## src/rtl/risc16_pkg.sv

```systemverilog
// Shared constants and loader FSM encodings for the risc16 core and its program loader.
package risc16_pkg;

  localparam int WORD_W = 16;

  typedef enum logic [2:0] {
    CNT_HI,
    CNT_LO,
    DAT_HI,
    DAT_LO,
    CSUM,
    DONE,
    ERR
  } loader_state_t;

endpackage

```

## src/rtl/imem_loader.sv

```systemverilog
// Byte-stream instruction-memory loader: count, words, XOR checksum; one mem write per word, issued the cycle after its low byte.
// Accepts a byte every cycle in the loading states; rx_ready is registered and drops only in DONE/ERR.
module imem_loader
  import risc16_pkg::*;
#(
  parameter int P_INST_NUM = 1024
) (
  input  logic              clk,
  input  logic              rst,
  input  logic [7:0]        rx_data,
  input  logic              rx_valid,
  output logic              rx_ready,
  input  logic              start,
  output logic              mem_we,
  output logic [WORD_W-1:0] mem_addr,
  output logic [WORD_W-1:0] mem_wdata,
  output logic              core_rst,
  output logic              done,
  output logic              err
);

  localparam logic [WORD_W:0]   INST_LIM = (WORD_W + 1)'(P_INST_NUM);
  localparam logic [WORD_W-1:0] ONE      = WORD_W'(1);

  loader_state_t     state;
  logic [7:0]        hi_byte;
  logic [7:0]        xor_acc;
  logic [WORD_W-1:0] word_cnt;
  logic [WORD_W-1:0] word_idx;
  logic              accept;
  logic [WORD_W-1:0] byte_pair;

  assign accept    = rx_valid & rx_ready;
  // hi_byte holds the count MSB in CNT_LO and the word MSB in DAT_LO.
  assign byte_pair = {hi_byte, rx_data};

  always_ff @(posedge clk or negedge rst) begin
    if (!rst) begin
      state     <= CNT_HI;
      rx_ready  <= 1'b0;
      mem_we    <= 1'b0;
      mem_addr  <= '0;
      mem_wdata <= '0;
      core_rst  <= 1'b1;
      done      <= 1'b0;
      err       <= 1'b0;
      hi_byte   <= '0;
      xor_acc   <= '0;
      word_cnt  <= '0;
      word_idx  <= '0;
    end else begin
      mem_we <= 1'b0;
      if (accept) begin
        xor_acc <= xor_acc ^ rx_data;
      end
      case (state)
        CNT_HI: begin
          rx_ready <= 1'b1;
          if (accept) begin
            hi_byte <= rx_data;
            state   <= CNT_LO;
          end
        end
        CNT_LO: begin
          if (accept) begin
            word_cnt <= byte_pair;
            if (byte_pair == '0) begin
              state <= CSUM;
            end else if ({1'b0, byte_pair} > INST_LIM) begin
              state    <= ERR;
              rx_ready <= 1'b0;
              err      <= 1'b1;
            end else begin
              state <= DAT_HI;
            end
          end
        end
        DAT_HI: begin
          if (accept) begin
            hi_byte <= rx_data;
            state   <= DAT_LO;
          end
        end
        DAT_LO: begin
          if (accept) begin
            mem_we    <= 1'b1;
            mem_addr  <= word_idx;
            mem_wdata <= byte_pair;
            // Index stops at N-1 so it never points past the loaded image.
            if (word_idx == word_cnt - ONE) begin
              state <= CSUM;
            end else begin
              word_idx <= word_idx + ONE;
              state    <= DAT_HI;
            end
          end
        end
        CSUM: begin
          if (accept) begin
            rx_ready <= 1'b0;
            if (rx_data == xor_acc) begin
              state    <= DONE;
              done     <= 1'b1;
              core_rst <= 1'b0;
            end else begin
              state <= ERR;
              err   <= 1'b1;
            end
          end
        end
        DONE, ERR: begin
          if (start) begin
            state    <= CNT_HI;
            rx_ready <= 1'b1;
            done     <= 1'b0;
            err      <= 1'b0;
            core_rst <= 1'b1;
            xor_acc  <= '0;
            word_idx <= '0;
          end
        end
        default: begin
          state    <= ERR;
          rx_ready <= 1'b0;
          core_rst <= 1'b1;
          done     <= 1'b0;
          err      <= 1'b1;
        end
      endcase
    end
  end

endmodule

```

## config.mk

```make
export PLATFORM = sky130hd
export DESIGN_NAME = imem_loader
export DESIGN_NICKNAME = d
export VERILOG_FILES = /design/src/rtl/risc16_pkg.sv /design/src/rtl/imem_loader.sv
export SDC_FILE = /design/constraint.sdc
export NUM_CORES = 1
export LEC_CHECK = 0
export ABC_AREA = 1
export CAP_MARGIN = 20
export CELL_PAD_IN_SITES_DETAIL_PLACEMENT = 1
export CELL_PAD_IN_SITES_GLOBAL_PLACEMENT = 2
export CORE_MARGIN = 4
export CORE_UTILIZATION = 25
export DETAILED_ROUTE_END_ITERATION = 10
export HOLD_SLACK_MARGIN = 0.15
export PLACE_DENSITY = 0.62
export SLEW_MARGIN = 20
export SYNTH_ARGS = -nofsm -noshare
export SYNTH_HDL_FRONTEND = slang
export SYNTH_SLANG_ARGS = --single-unit
```

## constraint.sdc

```tcl
create_clock -name clk -period 5.7 [get_ports clk]
set_clock_uncertainty 0.2 [all_clocks]
set_input_delay 1.14 -clock clk [delete_from_list [all_inputs] [get_ports clk]]
set_output_delay 1.14 -clock clk [all_outputs]
set_load 0.05 [all_outputs]
```

## Word level (Yosys, flattened, before mapping)

Cells that the tools add are included.

- Add/sub/neg operators: 2
- Multiply operators: 0
- Divide/modulo/power cells: 0
- Magnitude comparators: 1
- Eq/ne operators: 19
- Shift operators: 0
- Multiplexer cells: 39
- Bitwise operators: 5
- Reduce and logical (&&, ||, !) cells: 16

Operator list:

| cell | count |
|---|---|
| $mux 16 | 3 |
| $pmux 16 s2 | 1 |
| $mux 3 | 9 |
| $mux 8 | 3 |
| $ne 2x2->1 const B | 11 |
| $pmux 3 s6 | 1 |
| $mux 1 | 17 |
| $add 16x1->16 const B | 1 |
| $eq 16x16->1 | 1 |
| $gt 16x11->1 const B | 1 |
| $logic_not 16->1 | 1 |
| $sub 16x1->16 const B | 1 |
| $reduce_and 6->1 | 2 |
| $eq 3x3->1 const B | 3 |
| $eq 8x8->1 | 1 |
| $reduce_and 4->1 | 2 |
| $xor 8x8->8 | 1 |
| $reduce_and 7->1 | 1 |
| $eq 3x2->1 const B | 2 |
| $pmux 1 s3 | 2 |
| $reduce_and 2->1 | 3 |
| $reduce_or 2->1 | 3 |
| $pmux 1 s5 | 1 |
| $pmux 1 s4 | 1 |
| 8 further kinds | 10 |

- Register bits: 88
- Bits in latches: 0
- RAM bits: 0
- Bits in read-only memories: 0
- Output and inout port bits: 37
- Memories kept: 0

## Depth between registers and ports, before layout

- Word-level depth: 5
- Gate-level depth with buffers: 17
- Mapped depth without buffers: 16

## Worst setup path after synthesis

No wires, ideal clock.

- Kind: input to register
- Start: input rx_valid
- End: register mem_addr[7]
- Setup time: 130 ps
- Arrival: 2118 ps
- Required time: 5370 ps
- Setup slack: 3252 ps
- Cell stages on the path: 7
- Path buffers: 2
- Path through: nand2_1 -> nor2_2 -> inv_1 -> buf_2 -> clkbuf_1 -> nand2_1 -> o21ai_0

- Cells in the longest elaborated chain, start to end: 2

RTL lines:

| element | line | source |
|---|---|---|
| from (decl) | imem_loader.sv:11 | `input logic rx_valid,` |
| $and 1x1->1 | imem_loader.sv:33 | `assign accept = rx_valid & rx_ready;` |
| $reduce_and 2->1 (no line) | n/a |  |
| to (signal assigned) | imem_loader.sv:87 | `mem_addr <= word_idx;` |
| to (decl) | imem_loader.sv:15 | `output logic [WORD_W-1:0] mem_addr,` |

Every way passes these cells.
A chain may end at the register's enable or synchronous reset.

## Worst setup path in the final report

- Start: input rx_valid
- End: register mem_wdata[5]

- Cells in the longest elaborated chain, start to end: 2

RTL lines:

| element | line | source |
|---|---|---|
| $and 1x1->1 | imem_loader.sv:33 |  |
| $reduce_and 2->1 (no line) | n/a |  |
| to (signal assigned) | imem_loader.sv:88 | `mem_wdata <= byte_pair;` |
| to (decl) | imem_loader.sv:16 | `output logic [WORD_W-1:0] mem_wdata,` |

Every way passes these cells.

==> implementation parameters <==
Parameter                              Value

Run status
  Status ... completed

Placed design
  Port buffer count ... 48
  Worst slack at placement ... 2120 ps
  Weighted congestion at the end of routability-driven global placement ... 0.782
  Number of instances in the placed design ... 889
  Post-detail-place hpwl ... 10800 um

Floorplan
  Die Span X ... 145 um
  Ports placed on the boundary ... 49
  Die area ... 21000 sq um
  Core region area ... 18200 sq um
  Row cnt ... 49
  Starting density of the core ... 25.8%
  Chip Height ... 145 um

Synth
  Number of different library cells in the post-synthesis netlist ... 34
  Syn_nets ... 644
  Ys Warns ... 0
  Sequential element share of the synthesized area ... 46.9%
  Netlist area before placement ... 4700 sq um
  Post-synthesis register bit count ... 88
  Post-Syn Instances ... 630
  Average footprint of a synthesized cell ... 7.46 sq um

Cells and area
  Area growth, synth to finish ... 20.2%
  Count of filler cells inserted in the layout ... 2199
  # nets final ... 685
  Final std cells w/o fill ... 904
  Antenna fix cells ... 0
  Most used cells in the layout excluding fill and tap cells ... nand2_1 (197), dfrtp_1 (87), nor2_1 (72)
  Leading cell type in the layout, fill and taps excluded ... nand2_1
  Layout cells sized above 1 ... 5.48%

STA
  Fin crit share ... 56.3%
  Number of setup violations in the final report ... 0
  Setup repair after global routing missed its margin ... false
  Setup TNS after final layout ... 0 ps
  Maximum achievable frequency ... 0.312 GHz
  Transition at the pin with the smallest max-transition slack ... 886 ps
  Final Critical Period ... 3210 ps
  Final number of hold-violating endpoints ... 0
  Worst-case headroom to the max-slew limit ... 40.8%
  Worst Hold Slack ... 275 ps
  Final WS setup ... 2490 ps
  Max-slew violation count ... 0

Flow run
  Number of maximum-capacitance constraint violations ... 0

Power and ir drop
  Final Power ... 0.00304 W
  Combinational power share ... 50.2%
  Relative contribution of the clock network to total power ... 17.9%
  Flop pwr share ... 31.9%
  Internal power consumption ... 0.00158 W
  Sw Pwr ... 0.00146 W
  Total power per unit cell area ... 538 nW/um^2
  Maximum ir drop on the vdd rail ... 0.191 mV
  Switching share of power ... 48.1%
  Standby leakage power ... 2.73 nW

Drt
  Residual DRC count ... 0
  Via/cell ratio ... 4.57
  Total via count after detailed routing ... 4127
  1st-pass router iterations ... 4
  ANT nets after route ... 0
  Detail-routed net length per standard cell ... 15.7 um
  Violation count after the first detailed-routing iteration ... 148
  Wirelength, routed ... 14200 um

GRT
  Number of global-route vias before repair ... 4431
  Global-route wire length before repair ... 23800 um
  Antenna violations before repair ... 0
  Largest net degree at the start of global routing ... 53
  Aggregate global-route resource usage ... 14.0%
  Final global-route overflow total ... 0

Setup path
  Worst Setup Path Type ... in2reg
  Critical Path Sink Type ... flip-flop
  Critical Path Fanout Max ... 50
  Critical path data arrival time ... 3210 ps
  WP data required ... 5700 ps
  Reg-to-reg slack, setup ... 3060 ps
  Worst Setup Start Kind ... primary input

CTS
  TritonCTS Sinks ... 88
  Post-cts resize count ... 0
  Number of levels in the clock H-tree ... 3
  Hold_buf cts ... 0
  Clk pin slew, worst setup/hold paths ... 70 ps
  TritonCTS clock tree ... done
  Buffers inserted during post-CTS setup optimization ... 0
  Number of clock buffers inserted by TritonCTS ... 9
  Maximum number of buffers from clock root to sink ... 2
  Clock latency at the later pin of the worst-skew pair ... 340 ps
  Root cell of the clock tree ... clkbuf_16

Min path
  Class of the tightest hold or removal check ... reg2reg
[power groups by stage]
| stage | logic, W | registers, W | clock network, W |
|---|---|---|---|
| 3_3_place_gp | 0.00153 | 0.000979 | 0 |
| 3_5_place_dp | 0.00156 | 0.000983 | 0 |
| 5_1_grt | 0.00175 | 0.000998 | 0.000594 |
| 6_report | 0.00153 | 0.000969 | 0.000543 |
| 4_1_cts | 0.00156 | 0.000973 | 0.000566 |
| 2_1_floorplan | 0.000936 | 0.00114 | 0 |
[logic make-up (layout without fill, tap and decap cells)]
kind of cell    Yosys count  after routing  synth area share [%]
buf+inv                  87            132                  7.35
xor+xnor                 27             27                  5.03
flops                    88             88                  46.9
compound gates           83             83                  9.30
fa+ha+maj                 2              2                 0.533
simple gates            343            343                  30.9
[state kept, by name, summed over array words and instances, names as in the netlist, 3 cells and up]
signal and cells:
state 3, xor_acc 8, mem_wdata 16, word_idx 16, hi_byte 8, mem_addr 16, word_cnt 16
[synth_stat cells (all sizes together)]
cell    instances  area share (%)
clkbuf         15             1.3
nand3b          3            0.48
a21oi           6            0.64
nor4            3            0.40
dfstp           1            0.56
dfrtp          87              46
a211oi          2            0.32
a22oi           1            0.16
nor2           79             6.9
nand2         202              17
o21ai          70             7.5
nand3          35             3.7
xnor2          11             2.1
inv            67             5.4
nand4          12             1.6
o22a            1            0.19
and2            1            0.13
and3            1            0.13
xor2           16             3.0
o21bai          2            0.40
ha              2            0.53
a31oi           1            0.13
nor3            7            0.99
buf             5            0.67
[final cells by class]
type,count,area (sq um),area share (%)
Inverter,67,251,4.45
Clock inverter,5,35.0,0.620
Tap cell,229,287,5.07
Sequential cell,88,2200,39.0
Clock buffer,10,229,4.05
Multi-Input combinational cell,455,2150,38.0
Timing Repair Buffer,50,493,8.73
[worst max-delay path, stage by stage]
cell	delay, ps
clkdlybuf4s50_1	450
nand2_1	290
nor2_2	500
inv_1	250
buf_4	340
nand2_1	120
o21ai_0	90
[metrics by stage]
step / instance area (sq um) / util [%]
after global placement: 5380 / 29.6
after CTS: 5650 / 31.0
final: 5650 / 31.0
after floorplan: 4700 / -
after global routing: 5650 / 31.0
after detailed placement: 5380 / 29.6
[path summary, 6_finish.rpt]
path / startpoint / endpoint / cells after the start
max reg2reg: state[1] / word_idx[2] / 10
max: rx_valid / mem_wdata[5] / 7
min in group asynchronous: rst / mem_addr[12] / 1
max in group asynchronous: rst / mem_wdata[11] / 2
min: mem_addr[10] / mem_addr[10] / 2
min reg2reg: mem_addr[10] / mem_addr[10] / 2
[per-layer routing]
layer	track usage (%)	wire length (um)	vias to the layer above
met4	4.51	229	0
li1	-	-	2080
met2	23.7	6910	43
met1	18.6	6800	1992
met5	0	0	-
met3	1.93	260	12
No activity file was read; power rests on OpenSTA's default activity.
